[config.mk]
export PLATFORM = sky130hd
export DESIGN_NAME = or8x4_rr_arbiter
export DESIGN_NICKNAME = d
export VERILOG_FILES = /design/src/rtl/or8x4_rr_arbiter.sv
export SDC_FILE = /design/constraint.sdc
export NUM_CORES = 1
export LEC_CHECK = 0
export CAP_MARGIN = 20
export CORE_MARGIN = 5
export CORE_UTILIZATION = 25
export CTS_BUF_LIST = sky130_fd_sc_hd__clkbuf_8
export CTS_CLUSTER_DIAMETER = 40
export CTS_CLUSTER_SIZE = 14
export DETAILED_ROUTE_END_ITERATION = 6
export PLACE_DENSITY = 0.58
export SLEW_MARGIN = 10
export SYNTH_ARGS = -nofsm -noshare
export SYNTH_HDL_FRONTEND = slang
export SYNTH_SLANG_ARGS = --single-unit
[constraint.sdc]
create_clock -name CLK -period 4.32 [get_ports CLK]
set_input_delay 1.08 -clock CLK [delete_from_list [all_inputs] [get_ports CLK]]
set_output_delay 1.08 -clock CLK [all_outputs]
set_load 0.03 [all_outputs]
[src/rtl/or8x4_rr_arbiter.sv]
// Round-robin arbiter sharing an 8-lane, 4-bit OR-reduction bus.
// One grant at a time, bursts of up to MAX_BURST beats, then rotate.
module or8x4_rr_arbiter #(
    parameter int unsigned MAX_BURST = 4
) (
    input  logic       CLK,
    input  logic       RESET,
    input  logic [7:0] REQ,
    input  logic [3:0] I0,
    input  logic [3:0] I1,
    input  logic [3:0] I2,
    input  logic [3:0] I3,
    input  logic [3:0] I4,
    input  logic [3:0] I5,
    input  logic [3:0] I6,
    input  logic [3:0] I7,
    output logic [7:0] GNT,
    output logic [3:0] O,
    output logic       O_VALID,
    input  logic       O_READY,
    output logic       BUSY
);

    typedef enum logic {
        IDLE,
        GRANT
    } state_t;

    localparam logic [3:0] BURST = 4'(MAX_BURST);

    state_t     state;
    state_t     state_n;
    logic [2:0] ptr;
    logic [2:0] ptr_n;
    logic [2:0] g;
    logic [2:0] g_n;
    logic [3:0] cnt;
    logic [3:0] cnt_n;
    logic [7:0] gnt_n;
    logic [2:0] sel;
    logic [2:0] idx;
    logic       found;
    logic       beat;
    logic [3:0] bus;
    logic [3:0] lane [8];

    assign lane[0] = I0;
    assign lane[1] = I1;
    assign lane[2] = I2;
    assign lane[3] = I3;
    assign lane[4] = I4;
    assign lane[5] = I5;
    assign lane[6] = I6;
    assign lane[7] = I7;

    // First requester at or after the rotating pointer wins.
    always_comb begin
        sel   = '0;
        idx   = '0;
        found = 1'b0;
        for (int k = 0; k < 8; k++) begin
            idx = ptr + 3'(k);
            if (!found && REQ[idx]) begin
                sel   = idx;
                found = 1'b1;
            end
        end
    end

    always_comb begin
        bus = '0;
        for (int i = 0; i < 8; i++) begin
            bus = bus | (lane[i] & {4{GNT[i]}});
        end
    end

    assign O       = bus;
    assign BUSY    = (state == GRANT);
    assign O_VALID = (state == GRANT) && REQ[g];
    assign beat    = O_VALID && O_READY;

    always_comb begin
        state_n = state;
        ptr_n   = ptr;
        g_n     = g;
        cnt_n   = cnt;
        gnt_n   = GNT;
        unique case (state)
            IDLE: begin
                if (found) begin
                    state_n = GRANT;
                    g_n     = sel;
                    gnt_n   = 8'b1 << sel;
                    cnt_n   = '0;
                end
            end
            GRANT: begin
                // Dropped request or full burst both hand the bus back.
                if (!REQ[g] || (beat && (cnt + 4'd1 == BURST))) begin
                    state_n = IDLE;
                    gnt_n   = '0;
                    cnt_n   = '0;
                    ptr_n   = g + 3'd1;
                end else if (beat) begin
                    cnt_n = cnt + 4'd1;
                end
            end
            default: begin
                state_n = IDLE;
                gnt_n   = '0;
            end
        endcase
    end

    always_ff @(posedge CLK) begin
        if (RESET) begin
            state <= IDLE;
            GNT   <= '0;
            ptr   <= '0;
            g     <= '0;
            cnt   <= '0;
        end else begin
            state <= state_n;
            GNT   <= gnt_n;
            ptr   <= ptr_n;
            g     <= g_n;
            cnt   <= cnt_n;
        end
    end

endmodule

==> results of run 1 <==
routing by layer:
metal  track usage, %  vias to the layer above
met5                0                        -
met4            1.296                        0
met3            2.446                        6
met2            20.12                       37
met1            16.41                      909
li1                 -                      922
logic make-up (layout without fill, tap and decap cells):
kind of cell / after synthesis / count (layout)
AOI/OAI and AO/OA: 64 / 64
xor gates and xnor gates: 6 / 6
adders and majority gates: 4 / 4
buffers and inverters: 16 / 78
DFF: 19 / 19
muxes: 30 / 30
and+or+nand+nor: 62 / 62
cell usage after synthesis (2+ instances only):
cell / count
sky130_fd_sc_hd__nor2_1: 12
sky130_fd_sc_hd__or2_2: 2
sky130_fd_sc_hd__nor2b_1: 2
sky130_fd_sc_hd__nand2_1: 17
sky130_fd_sc_hd__o221ai_1: 2
sky130_fd_sc_hd__buf_2: 3
sky130_fd_sc_hd__nor3b_1: 2
sky130_fd_sc_hd__nand3_1: 5
sky130_fd_sc_hd__a211oi_1: 4
sky130_fd_sc_hd__xor2_1: 3
sky130_fd_sc_hd__and3_1: 2
sky130_fd_sc_hd__nand4_1: 4
sky130_fd_sc_hd__mux4_1: 3
sky130_fd_sc_hd__a22o_1: 4
sky130_fd_sc_hd__mux2_2: 6
sky130_fd_sc_hd__and2_1: 3
sky130_fd_sc_hd__buf_6: 4
sky130_fd_sc_hd__nand2b_1: 2
sky130_fd_sc_hd__mux2i_1: 9
sky130_fd_sc_hd__a21o_1: 2
sky130_fd_sc_hd__ha_1: 4
sky130_fd_sc_hd__o31ai_1: 2
sky130_fd_sc_hd__a21oi_1: 11
sky130_fd_sc_hd__xnor2_1: 3
sky130_fd_sc_hd__dfxtp_1: 19
sky130_fd_sc_hd__mux4_2: 11
sky130_fd_sc_hd__o21ai_0: 6
sky130_fd_sc_hd__o21ai_1: 2
sky130_fd_sc_hd__inv_1: 7
sky130_fd_sc_hd__or2_1: 2
sky130_fd_sc_hd__a22oi_1: 17
sky130_fd_sc_hd__a32oi_1: 3
power by group through the flow:
stage / clock (mW) / combinational, mW / sequential (mW)
6_report: 0.127 / 1.01 / 0.290
5_1_grt: 0.141 / 1.10 / 0.300
3_5_place_dp: 0 / 1.01 / 0.294
4_1_cts: 0.132 / 1.01 / 0.290
2_1_floorplan: 0 / 0.707 / 0.308
3_3_place_gp: 0 / 1.01 / 0.294
how the worst max path moves through the flow:
| stage | cells past startpoint | slack [ps] | to | from |
|---|---|---|---|---|
| after floorplan | 13 | 1100 | GNT[3] | ptr[1] |
| after global placement | 6 | 170 | O_VALID | REQ[7] |
| after detailed placement | 6 | 180 | O_VALID | REQ[7] |
| after CTS | 6 | 180 | O_VALID | REQ[7] |
| after global routing | 6 | 70 | O_VALID | REQ[6] |
| final | 6 | 220 | O_VALID | REQ[7] |
layout make-up:
class	count	share of cell area, %
clock buffer	3	1.571
inverter	7	1.000
timing repair buffer	67	24.48
clock inverter	1	0.2857
tap	99	4.714
multi-input combinational	166	53.48
sequential	19	14.48
state kept, by name (all words and copies together), names as in the netlist:
name,count
ptr,3
GNT,8
g,3
BUSY,1
cnt,4
worst max-delay path, stage by stage:
cell                              delay (ps)
sky130_fd_sc_hd__clkdlybuf4s50_1         410
sky130_fd_sc_hd__mux4_2                  470
sky130_fd_sc_hd__mux2i_1                 250
sky130_fd_sc_hd__nand2b_1                180
sky130_fd_sc_hd__inv_1                    50
sky130_fd_sc_hd__clkdlybuf4s50_1         580
stage by stage:
| step | total power [mW] | hold slack (ps) |
|---|---|---|
| 2_1_floorplan | 1.015 | 452.3 |
| 6_report | 1.425 | 476.0 |
| 5_1_grt | 1.542 | 509.5 |
| 3_5_place_dp | 1.302 | 470.2 |
| 3_3_place_gp | 1.299 | 464.0 |
| 4_1_cts | 1.432 | 480.3 |
==> impl_summary.md, run 1 <==
Status
The flow ran to the end, and the final reports show no timing, DRC or antenna violations.

Placed design
OpenSTA, run right after detailed placement, puts the worst setup slack at 177.8 ps. Detailed placement ended at an HPWL of 4572 um. At the end of routability-driven placement, the weighted congestion stood at 0.8274.

Once placement finished, the instance area stood at 2579 um2. The number of instances in the placed design is 358. Buffers placed on the I/O ports in this run total 56.

Worst setup path
The capturing point of the worst reg2reg path is GNT[5]. The startpoint identified for the worst register-to-register timing path is ptr[1]. STA classifies the critical path endpoint as an output port. The worst-case reg-to-reg path depth is 9. The worst-case register-to-register setup slack is 980 ps. The critical path in this run is classified as primary input to output port. At the worst endpoint, the arrival time is 3020 ps. The data required time of the critical path is 3240 ps.

The startpoint class of the critical path is a primary input. In this run the worst path has a maximum fanout of 2.

CTS
The number of sinks on the clock net is 19. Post-CTS repair changed the size of 0 cells. The maximum root-to-sink buffer count is 2. The clock-pin slew on the worst setup and hold paths is 70 ps. At the later pin of the worst-skew pair, clock insertion delay measures 260 ps. TritonCTS built the clock tree.

The deepest level of the CTS H-tree is 1. For this design, the CTS-stage hold fixing added 0 buffers. Counting the buffers created by CTS gives 3. Post-CTS timing repair inserted 0 buffers for setup. In this run the clock root is driven by a sky130_fd_sc_hd__clkbuf_8.

Logic synthesis
The cell area after synthesis is 1883 um2. The most used flip-flop cell after synthesis is sky130_fd_sc_hd__dfxtp_1. The portion of synthesized cell area occupied by the leading cell type is 20.20%. The gate count after technology mapping is 201. Ranked by total cell area, the synthesized netlist is headed by sky130_fd_sc_hd__dfxtp_1, sky130_fd_sc_hd__mux4_2, sky130_fd_sc_hd__a22oi_1. The average instance in the mapped netlist occupies 9.368 um2. Of all flip-flops after synthesis, the portion carrying an async set or reset was 0%. The combinational family with the most area after synthesis is multiplexers. Of the total synthesized cell area, the portion taken by XOR and XNOR cells is 2.791%. The portion of the post-synthesis area used by sequential elements is 20.20%. After synthesis the netlist holds a flip-flop and latch count of 19.

Synthesis instantiated 55 different standard cells from the library. The portion of synthesized area spent on multiplexers is 26.51%. The top cell type by total area after synthesis is sky130_fd_sc_hd__dfxtp_1. The fraction of the mapped netlist area in simple logic gates is 17.28%. The adder and majority gate portion of the synthesized area is 2.658%. The Yosys warning count is 0. The post-synthesis net count is 248.

The number of flops mapped to enable cells by yosys is 0. The area fraction in compound gates after synthesis is 25.38%.

Routing
The met3 routed wirelength is 202 um. Detailed routing placed a total of 2613 um of wire on met2. After detailed routing, the average wire length per cell comes to 15.31 um.

The pre-antenna-repair detailed-routing pass consisted of 4 iterations. The number of vias in the routed layout is 1874. The residual antenna-violating net count after detailed routing is 0. In the routed layout, each cell is associated on average with a via count of 5.177. The total routed wirelength is 5543 um. The highest signal layer in the routed design is met4. For this block, wires on met1 add up to 2691 um. The post-route DRC violation count is 0. The detailed router finished its first iteration with 105 violations.

Worst hold path
The class of the most critical hold timing path is flop to flop. The worst hold path terminates at cnt[1]. The worst hold path begins at cnt[1]. Along the worst hold path, the cell count comes to 2.

STA
The final-report max-slew violation count is 0. For the pin with the worst max-slew slack, the measured transition is 654.2 ps. The max-slew headroom at the worst pin is 56.30%. The clock period minus worst slack is 4105 ps. The highest clock frequency the design can meet is 243.6 MHz. The total negative slack for setup checks is 0 ps. The worst path setup slack after routing is 215.0 ps. Setup repair after global routing left no endpoint under its margin. On the final layout, the worst clock skew is 6.551 ps. The final-report hold violation count is 0. The final critical-path share of the clock period is 95.02%. The setup violation total in the final timing report is 0.

Die
The floorplan step set the die width to 96.79 um. The initialized floorplan defines 31 standard-cell rows. In this run the vertical extent of the chip is 96.79 um. The initial core utilization is 25.82%.

The core outline area is 7292 um2. The number of top-level design ports is 57. The full die area is 9368 um2.

Power and ir drop
Per report_power, the combinational group accounts for 70.8% of the total. Sequential cells account for 20.4% of the total power. Power spread over the standard cell area amounts to 542.2 nW/um2.

Across the VDD grid, the largest voltage drop is 0.2384 mV. Internal power comes to 0.7504 mW. Net switching is 47.32% of the power. For this design the total switching power over the nets is 0.6741 mW. The static leakage is 0.9471 nW. The part of the power in the clock network is 8.9%.

Finish
The net count of the finished layout is 311. The register area is 380.4 um2. The growth of design area from synthesis to finish is 39.53%. The most frequent standard cell in the layout excluding fill and tap cells is sky130_fd_sc_hd__clkdlybuf4s50_1. The layout cell share with drive strength beyond 1 is 14.45%. The multi-input combinational cells in the finished layout cover a total of 1405 um2.

In the layout the commonest cells are sky130_fd_sc_hd__clkdlybuf4s50_1, sky130_fd_sc_hd__dfxtp_1, sky130_fd_sc_hd__a22oi_1, sky130_fd_sc_hd__nand2_1, sky130_fd_sc_hd__nor2_1. The fill cell total of the finished layout is 782. Leaving out filler cells and counting taps, the final layout contains 362. Cells fill 36.03% of the core in the end. The number of inserted diodes is 0. After routing the design area is 2628 um2.

GRT
The first global-routing pass estimated 9666 um of wire. The total overflow left after global routing is 0. The via count of the first global-routing pass is 1932. The pin count of the biggest net entering global routing is 17. The number of antenna violations at the first check in global routing is 0. Across every metal layer, demand over resource in global routing totals 11.99%.

Job
The tool flagged a number of max-cap violations equal to 0.
No activity file was read; power rests on OpenSTA's default activity.
==> run 2, diff against run 1 <==
CORE_UTILIZATION = 44   (was 25)
PLACE_DENSITY = 0.89   (was 0.58)
clock period = 3.6 ns   (was 4.32 ns; I/O delays follow)
==> run 2 against run 1 <==
Sequential share of layout area decreased by 0.055 points. Critical endpoint unchanged. Highest routed layer unchanged. Total power is 24% higher. Setup slack got worse by 140 ps. Die area decreased by 39%. Largest power group unchanged. Via count increased by 5.0%.
==> impl_summary.md, run 2 (synthesized netlist as in run 1, its figures left out) <==
Worst setup path
The path type of the worst setup path is primary input to output port. The worst setup path is launched from a primary input. The kind of capture point of the worst setup path is an output port.

The peak fanout along the critical path is 2 (unchanged). The data required time of the critical path is 2700 ps (-540 ps). The arrival time of data at the critical path endpoint came to 2630 ps (-390 ps).

CTS
The post-cts hold buffer count was 0 (unchanged). CTS placed an instance of sky130_fd_sc_hd__clkbuf_8 at the clock tree root. The CTS tree is yes. The clock-pin slew on the worst setup and hold paths was 70 ps (about the same). The latest clock arrival within the worst-skew pair came to 250 ps (about the same). The number of buffers added by the clock tree synthesis step is 3 (unchanged). The maximum root-to-sink buffer count was 2 (unchanged). The deepest level of the CTS H-tree is 1 (unchanged).

The number of sinks on the clock net is 19 (unchanged).

Power and ir drop
The switching power is 0.8153 mW (+21%). The fraction of power spent switching nets came to 46.17% (-1.1 points). The part of the power in the clock network is 8.2% (-0.7 points). The proportion of power drawn by combinational gates was 72.0% (+1.2 points). The total power is 1.766 mW (+24%). The power per cell area is 669.5 nW/um2 (+23%). The sequential fraction of design power was 19.8% (-0.6 points). The static leakage is 1.004 nW (+6.0%). The peak ir drop on the vdd network is 0.3573 mV (+50%).

The design internal power came to 0.9504 mW (+27%).

GRT
The pin count of the biggest net entering global routing is 17 (unchanged). The global route total overflow was 0 (unchanged). The overall fraction of global-route tracks in use came to 18.81% (+6.8 points). The global-route wire length before repair came to 8521 um (-12%). The via count of the first global-routing pass came to 1923 (-0.47%). The number of antenna violations at the first check in global routing came to 0 (unchanged).

STA
Setup repair after global routing left no endpoint under its margin. The final-report hold violation count is 0 (unchanged). The slew of the pin with the lowest slew margin was 602.2 ps (-52.04 ps). The final-report max-slew violation count is 0 (unchanged).

The final critical-path share of the clock period is 98.02%. The setup violation total in the final timing report was 0 (unchanged). For this run, the top clock speed supported by timing is 283.4 MHz. The clock period minus worst slack is 3529 ps. The worst path setup slack after routing came to 71.25 ps (-143.8 ps).

The setup clock skew after layout is 1.938 ps (-4.613 ps). The max-slew headroom at the worst pin is 59.80% (+3.5 points).

Finish
The largest registers in the layout are GNT: 8 flops, cnt: 4 flops. The post-route non-filler standard cell count is 323 (-11%). The layout cell share with drive strength beyond 1 is 17.58% (+3.1 points).

The net count of the finished layout was 321 (+3.2%). The number of flip-flops under the largest register name is 8 (unchanged). In the layout the commonest cells are sky130_fd_sc_hd__clkdlybuf4s50_1, sky130_fd_sc_hd__buf_4, sky130_fd_sc_hd__dfxtp_1. The library cell used most frequently in the layout, excluding fill and tap cells, is sky130_fd_sc_hd__clkdlybuf4s50_1. From synthesis to final layout, the design area changed by 40.07%. The post-route standard cell area excluding fillers is 2638 um2 (+0.38%). Counting flops per register, the top entry is GNT.

The number of inserted diodes came to 0 (unchanged).

Die
The core outline area is 4086 um2 (-44%). The number of top-level design ports is 57 (unchanged). The standard-cell row count is 23 (-26%).

The overall die width is 75.42 um (-22%). The vertical die dimension is 75.42 um (-22%). The full die area was 5688 um2 (-39%). The initial core utilization is 46.08% (+20 points).

Placed design
The worst slack at placement is -165.5 ps (-343.3 ps). The number of instances in the placed design came to 319 (-11%). The weighted congestion at the end of routability-driven global placement is 0.9019 (+9.0%). The placed instance area is 2592 um2 (+0.53%).

The count of buffers inserted at the top-level ports was 56 (unchanged). The half-perimeter wire length after detailed placement came to 4322 um (-5.5%).

Worst hold path
The class of the most critical hold timing path is flop to flop.

Routing
The number of vias in the routed layout came to 1967 (+5.0%). The residual antenna-violating net count after detailed routing is 0 (unchanged). The post-route DRC violation count is 0 (unchanged). The routed length per placed instance is 16.62 um (+8.5%).

The DRC violation total after the first TritonRoute iteration is 130 (+24%). The total iterations of the first detailed-routing run is 4 (unchanged). The via-per-instance ratio is 6.090 (+18%).

The total routed wirelength is 5367 um (-3.2%).

Job
The number of max-cap violations is 0 (unchanged).

Status
The run finished with clean final reports.
## run 2: changes by cell type in the layout (fill, tap and decap cells not counted), sizes merged
cell | previous run | this run
buf | 11 | 21
clkinvlp | 1 | 0
dlygate4sd2 | 0 | 1
clkdlybuf4s50 | 56 | 55
clkinv | 0 | 1
## run 2: final cells by class
type                    count  area, um2
fillers                   332       1449
flip-flops and latches     19      380.4
well taps                  50      62.56
repair buffers             77      716.9
inverters                   7      26.28
multi-input cells         166       1405
clock inverters             1      5.005
clock buffers               3      41.29
## run 2: routing by layer
layer	global-route usage (%)	up-vias	wire length [um]
li1	-	949	-
met1	23.68	939	2202
met2	31.35	75	2581
met3	5.673	4	548
met4	5.049	0	35
met5	0	-	0
## run 2: repair_timing
item	CTS	global route
endpoints found under the setup margin	1	0
setup buffers	0	0
gates resized for setup	1	0
## run 2: power groups by stage
stage	combinational (mW)	sequential, mW	clock (mW)
floorplan	0.849	0.369	0
global placement	1.24	0.350	0
detailed placement	1.26	0.352	0
CTS	1.26	0.348	0.149
global route	1.37	0.359	0.160
finish	1.27	0.349	0.145
## run 2: final timing paths
check                            start      end  slack [ps]  depth (start not counted)
worst max-delay path            REQ[7]  O_VALID          70                          6
worst min-delay path            cnt[1]   cnt[1]         480                          2
worst max register to register  ptr[1]   GNT[1]         430                          9
worst min register to register  cnt[1]   cnt[1]         480                          2
## run 2: per-stage QoR
step | hold slack (ps) | util [%] | TNS (ps)
global placement | 465.5 | 63.44 | -129.8
finish | 482.7 | 64.54 | 0
global route | 508.9 | 64.54 | 0
CTS | 481.6 | 64.54 | 0
floorplan | 452.3 | - | 0
detailed placement | 471.9 | 63.44 | -165.5
## run 2: critical path: stages
cell and delay, ps:
sky130_fd_sc_hd__clkdlybuf4s50_1 440, sky130_fd_sc_hd__mux4_2 490, sky130_fd_sc_hd__mux2i_1 240, sky130_fd_sc_hd__nand2b_1 180, sky130_fd_sc_hd__inv_1 40, sky130_fd_sc_hd__dlygate4sd2_1 340
